==> config.mk <==
export PLATFORM = sky130hd
export DESIGN_NAME = strobe_period_meter
export DESIGN_NICKNAME = d
export VERILOG_FILES = /design/src/rtl/strobe_period_meter.sv
export SDC_FILE = /design/constraint.sdc
export NUM_CORES = 1
export LEC_CHECK = 0
export CAP_MARGIN = 20
export CORE_MARGIN = 3
export CORE_UTILIZATION = 50
export CTS_BUF_LIST = sky130_fd_sc_hd__clkbuf_16
export DETAILED_ROUTE_END_ITERATION = 7
export GPL_TIMING_DRIVEN = 0
export PLACE_DENSITY_LB_ADDON = 0.1
export SYNTH_ARGS = -nofsm -noshare
export SYNTH_HDL_FRONTEND = slang
export SYNTH_SLANG_ARGS = --single-unit
==> constraint.sdc <==
create_clock -name CLK -period 2.9 [get_ports CLK]
set_input_delay 0.58 -clock CLK [delete_from_list [all_inputs] [get_ports CLK]]
set_output_delay 0.58 -clock CLK [all_outputs]
set_load 0.05 [all_outputs]
==> src/rtl/strobe_period_meter.sv <==
// strobe_period_meter: measures the CLK-cycle spacing between single-cycle
// enable strobes. It reports each period, checks it against an expected
// divide factor, and keeps lock and sticky-error status.
module strobe_period_meter #(
  parameter int WIDTH      = 16,
  parameter int EXPECTED   = 15,
  parameter int TOLERANCE  = 0,
  parameter int LOCK_COUNT = 4
) (
  input  logic             CLK,
  input  logic             CLR_N,
  input  logic             CE,
  input  logic             STB,
  output logic [WIDTH-1:0] PERIOD,
  output logic             VALID,
  output logic             MATCH,
  output logic             LOCK,
  output logic             ERR,
  output logic             OVF
);

  typedef enum logic [1:0] {
    IDLE    = 2'd0,
    ARMED   = 2'd1,
    MEASURE = 2'd2
  } state_t;

  // Counter ceiling; reaching it without a strobe is an overflow.
  localparam logic [WIDTH-1:0] CNT_MAX = '1;
  localparam logic [WIDTH-1:0] CNT_ONE = WIDTH'(1);
  // Expected period and tolerance carried one bit wider so that the
  // absolute difference never wraps.
  localparam logic [WIDTH:0]   EXP_W   = (WIDTH+1)'(EXPECTED);
  localparam logic [WIDTH:0]   TOL_W   = (WIDTH+1)'(TOLERANCE);
  localparam logic [7:0]       LOCK_W  = 8'(LOCK_COUNT);

  state_t           state;
  state_t           state_nxt;
  logic [WIDTH-1:0] cnt;
  logic [WIDTH-1:0] cnt_nxt;
  logic [WIDTH-1:0] period_nxt;
  logic [7:0]       mcnt;
  logic [7:0]       mcnt_nxt;
  logic             valid_nxt;
  logic             match_nxt;
  logic             lock_nxt;
  logic             err_nxt;
  logic             ovf_nxt;

  // |p - EXPECTED| <= TOLERANCE, evaluated unsigned in WIDTH+1 bits.
  function automatic logic in_tol(input logic [WIDTH-1:0] p);
    logic [WIDTH:0] pe;
    logic [WIDTH:0] diff;
    pe = {1'b0, p};
    if (pe >= EXP_W) begin
      diff = pe - EXP_W;
    end else begin
      diff = EXP_W - pe;
    end
    return (diff <= TOL_W);
  endfunction

  // Match counter increment, saturating at the lock threshold.
  function automatic logic [7:0] sat_inc(input logic [7:0] c);
    return (c >= LOCK_W) ? LOCK_W : (c + 8'd1);
  endfunction

  // State register.
  always_ff @(posedge CLK or negedge CLR_N) begin
    if (!CLR_N) begin
      state <= IDLE;
    end else begin
      state <= state_nxt;
    end
  end

  // Next-state, counter and status decode; CE low overrides everything.
  always_comb begin
    state_nxt  = state;
    cnt_nxt    = cnt;
    period_nxt = PERIOD;
    valid_nxt  = 1'b0;
    match_nxt  = MATCH;
    mcnt_nxt   = mcnt;
    lock_nxt   = LOCK;
    err_nxt    = ERR;
    ovf_nxt    = 1'b0;

    if (!CE) begin
      state_nxt = IDLE;
      cnt_nxt   = '0;
      mcnt_nxt  = 8'd0;
      lock_nxt  = 1'b0;
      err_nxt   = 1'b0;
    end else begin
      case (state)
        IDLE: begin
          // A strobe coinciding with CE rising is not taken here.
          state_nxt = ARMED;
          cnt_nxt   = '0;
        end
        ARMED: begin
          if (STB) begin
            state_nxt = MEASURE;
            cnt_nxt   = CNT_ONE;
          end
        end
        MEASURE: begin
          if (STB) begin
            // Closing strobe wins over saturation in the same cycle.
            period_nxt = cnt;
            valid_nxt  = 1'b1;
            cnt_nxt    = CNT_ONE;
            match_nxt  = in_tol(cnt);
            if (match_nxt) begin
              mcnt_nxt = sat_inc(mcnt);
              lock_nxt = (mcnt_nxt == LOCK_W);
            end else begin
              mcnt_nxt = 8'd0;
              lock_nxt = 1'b0;
              err_nxt  = ERR | LOCK;
            end
          end else if (cnt == CNT_MAX) begin
            // No strobe before saturation: count as a mismatch and re-arm.
            ovf_nxt   = 1'b1;
            state_nxt = ARMED;
            cnt_nxt   = '0;
            mcnt_nxt  = 8'd0;
            lock_nxt  = 1'b0;
            err_nxt   = ERR | LOCK;
          end else begin
            cnt_nxt = cnt + CNT_ONE;
          end
        end
        default: begin
          state_nxt = IDLE;
          cnt_nxt   = '0;
        end
      endcase
    end
  end

  // Counter, match counter and registered outputs.
  always_ff @(posedge CLK or negedge CLR_N) begin
    if (!CLR_N) begin
      cnt    <= '0;
      mcnt   <= 8'd0;
      PERIOD <= '0;
      VALID  <= 1'b0;
      MATCH  <= 1'b0;
      LOCK   <= 1'b0;
      ERR    <= 1'b0;
      OVF    <= 1'b0;
    end else begin
      cnt    <= cnt_nxt;
      mcnt   <= mcnt_nxt;
      PERIOD <= period_nxt;
      VALID  <= valid_nxt;
      MATCH  <= match_nxt;
      LOCK   <= lock_nxt;
      ERR    <= err_nxt;
      OVF    <= ovf_nxt;
    end
  end

endmodule

==> impl_results.html, run 1 <==
<table>
<tr><th>Metric</th><th>Value</th></tr>
<tr><th colspan="2">Global route</th></tr>
<tr><td>Wire length of the first global-routing pass</td><td>10.5 mm</td></tr>
<tr><td>Largest net degree at the start of global routing</td><td>26</td></tr>
<tr><td>Final global-route overflow total</td><td>0</td></tr>
<tr><td>Overall global routing resource usage</td><td>0.213</td></tr>
<tr><td>Number of antenna violations at the first check in global routing</td><td>0</td></tr>
<tr><td>Number of global-route vias before repair</td><td>2159</td></tr>
<tr><th colspan="2">Critical path</th></tr>
<tr><td>Critical path arrival</td><td>2.94 ns</td></tr>
<tr><td>Worst Setup SP</td><td>cnt[4]$_DFFE_PN0P_</td></tr>
<tr><td>Worst flop-to-flop path startpoint</td><td>cnt[4]$_DFFE_PN0P_</td></tr>
<tr><td>Library cell contributing the largest single delay on the critical path</td><td>or3b_4</td></tr>
<tr><td>Crit end category</td><td>register</td></tr>
<tr><td>Launching element type of the critical path</td><td>register</td></tr>
<tr><td>Crit path kind</td><td>register to register</td></tr>
<tr><td>Buffers plus inverters on the worst setup path</td><td>3</td></tr>
<tr><td>Required time of the critical path</td><td>3.09 ns</td></tr>
<tr><td>Kind of cell with the highest combined delay on the critical path</td><td>compound AO/OA/AOI/OAI gates</td></tr>
<tr><td>Worst path cell trace</td><td>clkbuf_1 &gt; inv_1 &gt; ha_1 &gt; or3b_4 &gt; o21a_1 &gt; o22a_1 &gt; a211oi_1 &gt; nand2_1 &gt; buf_4 &gt; o31ai_2</td></tr>
<tr><td>Largest stage delay on the critical path</td><td>0.43 ns</td></tr>
<tr><td>Largest driver fanout on the critical path</td><td>7</td></tr>
<tr><th colspan="2">Power</th></tr>
<tr><td>Leakage component of the power</td><td>1.41 nW</td></tr>
<tr><td>VDD IR-drop max</td><td>282 uV</td></tr>
<tr><td>Final Total Pwr</td><td>1.47 mW</td></tr>
<tr><td>Pwr Density</td><td>465 nW/um^2</td></tr>
<tr><th colspan="2">Clock network</th></tr>
<tr><td>Clock-pin slew on the worst setup and hold paths</td><td>0.06 ns</td></tr>
<tr><td># hold bufs at CTS</td><td>0</td></tr>
<tr><td>Root buffer cell</td><td>clkbuf_16</td></tr>
<tr><td>Number of sinks on the clock net</td><td>47</td></tr>
<tr><td>Clock buffers created by TritonCTS</td><td>5</td></tr>
<tr><td>Maximum clock insertion buffer count</td><td>2</td></tr>
<tr><td>CTS HTree Levels</td><td>2</td></tr>
<tr><td>Clock insertion delay at the later pin of the skew report</td><td>0.29 ns</td></tr>
<tr><td>CTS tree</td><td>yes</td></tr>
<tr><th colspan="2">Floorplanning</th></tr>
<tr><td>Effective utilization at floorplan</td><td>0.541</td></tr>
<tr><td>Height of the die</td><td>78.9 um</td></tr>
<tr><td>Core footprint</td><td>4910 sq um</td></tr>
<tr><td>Die area</td><td>6220 sq um</td></tr>
<tr><td>Die X</td><td>78.9 um</td></tr>
<tr><td>Site row count</td><td>25</td></tr>
<tr><td>Number of primary I/O pins</td><td>25</td></tr>
<tr><th colspan="2">Drt</th></tr>
<tr><td>Number of antenna-violating nets in the routed design</td><td>0</td></tr>
<tr><td>Total wirelength of the detailed-routed design</td><td>6.28 mm</td></tr>
<tr><td>Detailed Route Iter0 Violations</td><td>107</td></tr>
<tr><td>Routed length per placed instance</td><td>16.4 um</td></tr>
<tr><td>DRC Markers</td><td>0</td></tr>
<tr><td>TritonRoute pass-1 iters</td><td>4</td></tr>
<tr><td>Mean number of vias per cell</td><td>5.78</td></tr>
<tr><td>Via count</td><td>2219</td></tr>
<tr><th colspan="2">Logic synthesis</th></tr>
<tr><td>Number of nets in the synthesized netlist</td><td>294</td></tr>
<tr><td>Proportion of register bits with asynchronous set or reset after synthesis</td><td>1.00</td></tr>
<tr><td>Number of flops mapped to enable cells by yosys</td><td>0</td></tr>
<tr><td>Summed instance area of the synthesized netlist</td><td>2660 sq um</td></tr>
<tr><td>Synth Instances</td><td>282</td></tr>
<tr><td>Synth top area share</td><td>0.443</td></tr>
<tr><td>Largest cells by area after synthesis</td><td>dfrtp_1, nand2_1, mux2_2</td></tr>
<tr><td>Most frequent cells after synthesis</td><td>dfrtp_1, nand2_1, o21ai_0, inv_1, mux2_2</td></tr>
<tr><td>Library cell occupying the most area in the post-synthesis netlist</td><td>dfrtp_1</td></tr>
<tr><td>Number of library cell types mapped by synthesis</td><td>54</td></tr>
<tr><td>Count of synthesis-stage warnings from yosys</td><td>0</td></tr>
<tr><td>Most used standard cell by instance count after synthesis</td><td>dfrtp_1</td></tr>
<tr><td>Proportion of synthesized chip area in sequential cells</td><td>0.443</td></tr>
<tr><td>Primary FF master, synth</td><td>dfrtp_1</td></tr>
<tr><td>Average footprint of a synthesized cell</td><td>9.42 sq um</td></tr>
<tr><td>Register bit total from synthesis</td><td>47</td></tr>
<tr><th colspan="2">STA</th></tr>
<tr><td>Minimum period implied by the final worst setup slack</td><td>2.75 ns</td></tr>
<tr><td>Slew @ Worst Pin</td><td>0.722 ns</td></tr>
<tr><td>Hold slack final</td><td>0.278 ns</td></tr>
<tr><td>Final number of max-transition violations</td><td>0</td></tr>
<tr><td>Fin. Hold Viols</td><td>0</td></tr>
<tr><td>Final setup vio count</td><td>0</td></tr>
<tr><td>Max-Slew Margin vs Limit</td><td>0.515</td></tr>
<tr><td>Worst clock skew</td><td>0.00717 ns</td></tr>
<tr><td>Max Freq</td><td>363 MHz</td></tr>
<tr><td>Final clock period utilization by the worst path</td><td>0.949</td></tr>
<tr><th colspan="2">Place</th></tr>
<tr><td>Cell Count Post-Placement</td><td>374</td></tr>
<tr><td>Detailed-placement wirelength estimate</td><td>4.64 mm</td></tr>
<tr><td>Placer's final routability congestion estimate</td><td>0.869</td></tr>
<tr><td># port buffers</td><td>24</td></tr>
<tr><th colspan="2">Status</th></tr>
<tr><td>Run status</td><td>finished clean</td></tr>
<tr><th colspan="2">Worst hold path</th></tr>
<tr><td>Class of the tightest hold or removal check</td><td>primary input to async pin</td></tr>
<tr><th colspan="2">Cells and area</th></tr>
<tr><td>Area growth, synth to finish</td><td>18.9%</td></tr>
<tr><td>Final #Nets</td><td>328</td></tr>
<tr><td>Ratio of cells with drive above 1 in the final layout</td><td>0.126</td></tr>
<tr><td>Ant. Diodes</td><td>0</td></tr>
<tr><td>Non-Filler Instances</td><td>384</td></tr>
<tr><th colspan="2">Flow run</th></tr>
<tr><td>Max-capacitance violation count</td><td>0</td></tr>
</table>
## cells by family (layout without fill, tap and decap cells)
group,Yosys count,in the layout,synth area share
multiplexers,13,13,0.0547
adder cells (fa/ha/maj),8,8,0.0377
AO/OA/AOI/OAI,66,66,0.174
flip-flops,47,47,0.443
buffers and inverters,32,67,0.0518
XOR/XNOR,6,6,0.0198
AND/OR/NAND/NOR,110,110,0.219
## final timing paths
kind | depth (start not counted) | slack [ns] | to
min in group CLK | 2 | 0.48 | MATCH$_DFFE_PN0P_
worst max register to register | 10 | 0.15 | mcnt[0]$_DFFE_PN0P_
worst max-delay path | 10 | 0.15 | mcnt[0]$_DFFE_PN0P_
worst min register to register | 2 | 0.48 | MATCH$_DFFE_PN0P_
worst min-delay path | 1 | 0.28 | PERIOD[7]$_DFFE_PN0P_
max in group asynchronous | 2 | 2.09 | mcnt[1]$_DFFE_PN0P_
## placed cells by master, fill, tap and decap left out, types with 3 or more instances in the layout
master,synthesis,final
nand2_1,44,44
a31oi_1,4,4
nor4_1,7,7
or3_1,3,3
clkbuf_1,10,10
a21oi_1,3,3
mux2_2,12,12
xor2_1,3,3
nand3_1,8,8
o211ai_1,5,5
and3_1,3,3
nor3_1,6,6
o31ai_1,6,6
and2_1,7,7
nor2_1,11,11
and4_1,3,3
o21ai_0,24,24
clkdlybuf4s50_1,0,23
o22ai_1,4,4
dfrtp_1,47,47
clkbuf_16,0,5
buf_4,1,3
nand4_1,3,3
xnor2_1,3,3
buf_2,5,6
ha_1,8,8
inv_1,14,15
## power by group
part / total, mW / leakage [nW] / switching (mW) / internal, mW
Combinational: 0.228 / 0.685 / 0.147 / 0.0816
Clock: 0.542 / 0.0701 / 0.232 / 0.310
Sequential: 0.697 / 0.655 / 0.0210 / 0.676
## layout make-up
type                    instances  area [sq um]
inverters                      14          52.6
fillers                       417          1750
well taps                      67          83.8
clock buffers                   5           125
multi-input cells             203          1350
clock inverters                 3          11.3
flip-flops and latches         47          1180
plain buffers                  18          85.1
repair buffers                 27           270
## registers in the layout (all words and copies together) (netlist names)
name	cells
mcnt	8
cnt	16
PERIOD	16
state	2
MATCH	1
ERR	1
OVF	1
VALID	1
LOCK	1
## through the flow
step	area [sq um]	setup WS (ns)	TNS, ns	util
floorplan	2660	0.492	0	-
global placement	2980	-0.390	-3.68	0.607
detailed placement	2990	-0.439	-2.01	0.610
CTS	3140	0.141	0	0.638
global route	3160	-0.00175	-0.00175	0.643
finish	3160	0.148	0	0.643
## what timing repair did
item | in CTS | in global routing
setup buffers | 0 | 2
pin swaps | 0 | 2
gates resized for setup | 1 | 1
setup endpoints to repair | 1 | 2
cloned | 0 | 0
## layer usage
layer / global-route usage / vias up / share of wire
met4: 0.0567 / 0 / 0.011
met2: 0.341 / 58 / 0.45
met1: 0.301 / 1067 / 0.49
met5: 0 / - / 0
li1: - / 1086 / -
met3: 0.0374 / 8 / 0.048
Power figures use the tool's default switching activity.
==> inputs of run 2 (changes only) <==
CAP_MARGIN = 0   (was 20)
==> results of run 2 <==
Final layout, timing and power as in run 1 (identical DEF).
==> inputs of run 3 (changes only) <==
--- a/config.mk
+++ b/config.mk
@@ -11,5 +11,4 @@
 export CTS_BUF_LIST = sky130_fd_sc_hd__clkbuf_16
 export DETAILED_ROUTE_END_ITERATION = 7
-export GPL_TIMING_DRIVEN = 0
 export PLACE_DENSITY_LB_ADDON = 0.1
 export SYNTH_ARGS = -nofsm -noshare
==> constraint.sdc (replaced) <==
create_clock -name CLK -period 2.9 [get_ports CLK]
set_input_delay 0.58 -clock CLK [delete_from_list [all_inputs] [get_ports CLK]]
set_output_delay 0.58 -clock CLK [all_outputs]
set_load 0.005 [all_outputs]
==> run 3 against run 2 <==
Against the previous run: global-route usage grew 0.16 points; non-clock buffer count shrank 9; critical path depth shrank 2; largest power group unchanged; highest routed layer unchanged.
==> impl_results.html, run 3 (same netlist as run 1, synthesis figures left out) <==
<table>
<tr><th>Metric</th><th>Value</th></tr>
<tr><th colspan="2">Drt</th></tr>
<tr><td>DRC Markers</td><td>0</td></tr>
<tr><td>Highest routed layer</td><td>met4</td></tr>
<tr><td>Routed length per placed instance</td><td>16.0 um</td></tr>
<tr><td>Mean number of vias per cell</td><td>5.77</td></tr>
<tr><td>Via count</td><td>2162</td></tr>
<tr><td>Number of antenna-violating nets in the routed design</td><td>0</td></tr>
<tr><td>Detailed Route Iter0 Violations</td><td>214</td></tr>
<tr><td>TritonRoute pass-1 iters</td><td>4</td></tr>
<tr><td>Met3 wire length</td><td>358 um</td></tr>
<tr><td>Met1 wire length</td><td>2.87 mm</td></tr>
<tr><td>Routed length on met2</td><td>2.66 mm</td></tr>
<tr><td>Total wirelength of the detailed-routed design</td><td>5.99 mm</td></tr>
<tr><th colspan="2">Worst hold path</th></tr>
<tr><td>Class of the tightest hold or removal check</td><td>primary input to async pin</td></tr>
<tr><th colspan="2">Clock network</th></tr>
<tr><td>Root buffer cell</td><td>clkbuf_16</td></tr>
<tr><td>CTS HTree Levels</td><td>2</td></tr>
<tr><td>Number of sinks on the clock net</td><td>47</td></tr>
<tr><td># hold bufs at CTS</td><td>0</td></tr>
<tr><td>CTS-repair resized insts</td><td>0</td></tr>
<tr><td>Clock-pin slew on the worst setup and hold paths</td><td>0.06 ns</td></tr>
<tr><td>Buffer count from post-CTS setup fixing</td><td>0</td></tr>
<tr><td>Clock buffers created by TritonCTS</td><td>5</td></tr>
<tr><td>Clock insertion delay at the later pin of the skew report</td><td>0.28 ns</td></tr>
<tr><td>Maximum clock insertion buffer count</td><td>2</td></tr>
<tr><td>CTS tree</td><td>yes</td></tr>
<tr><th colspan="2">STA</th></tr>
<tr><td>Fin worst setup slack</td><td>0.333 ns</td></tr>
<tr><td>Slew @ Worst Pin</td><td>0.538 ns</td></tr>
<tr><td>Final number of max-transition violations</td><td>0</td></tr>
<tr><td>Fin. Hold Viols</td><td>0</td></tr>
<tr><td>Max Freq</td><td>390 MHz</td></tr>
<tr><td>Final setup vio count</td><td>0</td></tr>
<tr><td>Max-Slew Margin vs Limit</td><td>0.640</td></tr>
<tr><td>Setup TNS</td><td>0 ns</td></tr>
<tr><td>Final clock period utilization by the worst path</td><td>0.885</td></tr>
<tr><td>Minimum period implied by the final worst setup slack</td><td>2.57 ns</td></tr>
<tr><td>Unrepaired setup endpoints after global routing</td><td>no</td></tr>
<tr><td>Worst clock skew</td><td>0.00387 ns</td></tr>
<tr><th colspan="2">Cells and area</th></tr>
<tr><td>Top library cells by usage in the layout, fill and taps aside</td><td>dfrtp_1, nand2_1, o21ai_0</td></tr>
<tr><td>Fraction of the core area covered by cells at the end of the flow</td><td>0.634</td></tr>
<tr><td>Ant. Diodes</td><td>0</td></tr>
<tr><td>Fill cell instance count of the final layout</td><td>438</td></tr>
<tr><td>Largest registers</td><td>PERIOD x16, cnt x16, mcnt x8</td></tr>
<tr><td>Ratio of cells with drive above 1 in the final layout</td><td>0.133</td></tr>
<tr><td>Area growth, synth to finish</td><td>17.3%</td></tr>
<tr><td>Most common cell after layout, fill and taps aside</td><td>dfrtp_1</td></tr>
<tr><td>Final #Nets</td><td>319</td></tr>
<tr><th colspan="2">Place</th></tr>
<tr><td>Worst slack at placement</td><td>0.380 ns</td></tr>
<tr><td>Placer's final routability congestion estimate</td><td>0.920</td></tr>
<tr><td>Detailed-placement wirelength estimate</td><td>4.34 mm</td></tr>
<tr><td># port buffers</td><td>24</td></tr>
<tr><th colspan="2">Power</th></tr>
<tr><td>Relative contribution of the clock network to total power</td><td>0.371</td></tr>
<tr><td>Share of total power in combinational logic</td><td>0.147</td></tr>
<tr><td>Power spent charging and discharging nets</td><td>0.371 mW</td></tr>
<tr><td>Leakage component of the power</td><td>1.40 nW</td></tr>
<tr><td>Final Total Pwr</td><td>1.44 mW</td></tr>
<tr><td>Pwr Density</td><td>464 nW/um^2</td></tr>
<tr><td>VDD IR-drop max</td><td>313 uV</td></tr>
<tr><td>Portion of total power attributed to sequential cells</td><td>0.481</td></tr>
<tr><td>Internal power consumption</td><td>1.07 mW</td></tr>
<tr><td>Switching share of total power</td><td>0.257</td></tr>
<tr><th colspan="2">Global route</th></tr>
<tr><td>Number of antenna violations at the first check in global routing</td><td>0</td></tr>
<tr><td>Overall global routing resource usage</td><td>0.215</td></tr>
<tr><td>Final global-route overflow total</td><td>0</td></tr>
<tr><td>Number of global-route vias before repair</td><td>2196</td></tr>
<tr><td>Largest net degree at the start of global routing</td><td>25</td></tr>
<tr><td>Wire length of the first global-routing pass</td><td>10.5 mm</td></tr>
<tr><th colspan="2">Floorplanning</th></tr>
<tr><td>Core footprint</td><td>4910 sq um</td></tr>
<tr><td>Die area</td><td>6220 sq um</td></tr>
<tr><td>Effective utilization at floorplan</td><td>0.541</td></tr>
<tr><td>Die X</td><td>78.9 um</td></tr>
<tr><td>Number of primary I/O pins</td><td>25</td></tr>
<tr><td>Site row count</td><td>25</td></tr>
<tr><td>Height of the die</td><td>78.9 um</td></tr>
<tr><th colspan="2">Critical path</th></tr>
<tr><td>Logic depth of the worst register-to-register path</td><td>8</td></tr>
<tr><td>Terminus of the critical flop-to-flop path</td><td>LOCK$_DFFE_PN0P_</td></tr>
<tr><td>Worst Setup SP</td><td>cnt[5]$_DFFE_PN0P_</td></tr>
<tr><td>Required time of the critical path</td><td>3.07 ns</td></tr>
<tr><td>Critical path arrival</td><td>2.74 ns</td></tr>
<tr><td>R2R Setup Slk</td><td>0.33 ns</td></tr>
<tr><td>Critical path destination</td><td>LOCK$_DFFE_PN0P_</td></tr>
<tr><td>Worst flop-to-flop path startpoint</td><td>cnt[5]$_DFFE_PN0P_</td></tr>
<tr><td>Crit path kind</td><td>register to register</td></tr>
<tr><td>Largest driver fanout on the critical path</td><td>10</td></tr>
<tr><td>Crit end category</td><td>register</td></tr>
<tr><td>Launching element type of the critical path</td><td>register</td></tr>
<tr><th colspan="2">Status</th></tr>
<tr><td>Run status</td><td>finished clean</td></tr>
<tr><th colspan="2">Flow run</th></tr>
<tr><td>Max-capacitance violation count</td><td>0</td></tr>
</table>
## run 3: final cells by class
cell class / instances / area [sq um] / share of cell area
Multi-Input combinational cell: 203 / 1340 / 0.431
Sequential cell: 47 / 1180 / 0.378
Timing Repair Buffer: 36 / 325 / 0.104
Clock buffer: 5 / 125 / 0.0402
Tap cell: 67 / 83.8 / 0.0269
Inverter: 14 / 52.6 / 0.0169
Clock inverter: 3 / 11.3 / 0.00361
## run 3: worst max-delay path, cell delays in order (launching register included)
cell and delay (ns):
dfrtp_1 0.49, inv_1 0.13, ha_1 0.25, or3b_4 0.44, o21a_1 0.18, o22a_1 0.16
a211oi_1 0.27, nand2_1 0.19, o41ai_1 0.34
## run 3: stage by stage
| stage | cells | hold slack, ns | instance area, sq um |
|---|---|---|---|
| after floorplan | 282 | 0.284 | 2660 |
| after global placement | 367 | 0.463 | 2980 |
| after detailed placement | 367 | 0.474 | 2980 |
| after CTS | 375 | 0.291 | 3120 |
| after global routing | 375 | 0.303 | 3120 |
| final | 375 | 0.264 | 3120 |
## run 3: how the worst min path moves through the flow
stage,slack (ns),end,start
2_1_floorplan,0.28,ERR$_DFFE_PN0P_,CLR_N
3_3_place_gp,0.46,PERIOD[11]$_DFFE_PN0P_,PERIOD[11]$_DFFE_PN0P_
3_5_place_dp,0.47,mcnt[2]$_DFFE_PN0P_,mcnt[2]$_DFFE_PN0P_
4_1_cts,0.29,PERIOD[7]$_DFFE_PN0P_,CLR_N
5_1_grt,0.30,PERIOD[7]$_DFFE_PN0P_,CLR_N
6_report,0.26,PERIOD[7]$_DFFE_PN0P_,CLR_N
## run 3: routing by layer
metal  vias up  track usage
met3         9       0.0454
li1       1064            -
met5         -            0
met1      1021        0.296
met2        68        0.336
met4         0       0.0790
## run 3: power groups by stage
stage | sequential [mW] | clock (mW) | combinational, mW
2_1_floorplan | 0.704 | 0 | 0.138
3_3_place_gp | 0.706 | 0 | 0.211
3_5_place_dp | 0.708 | 0 | 0.214
4_1_cts | 0.696 | 0.548 | 0.215
5_1_grt | 0.699 | 0.583 | 0.246
6_report | 0.695 | 0.537 | 0.213
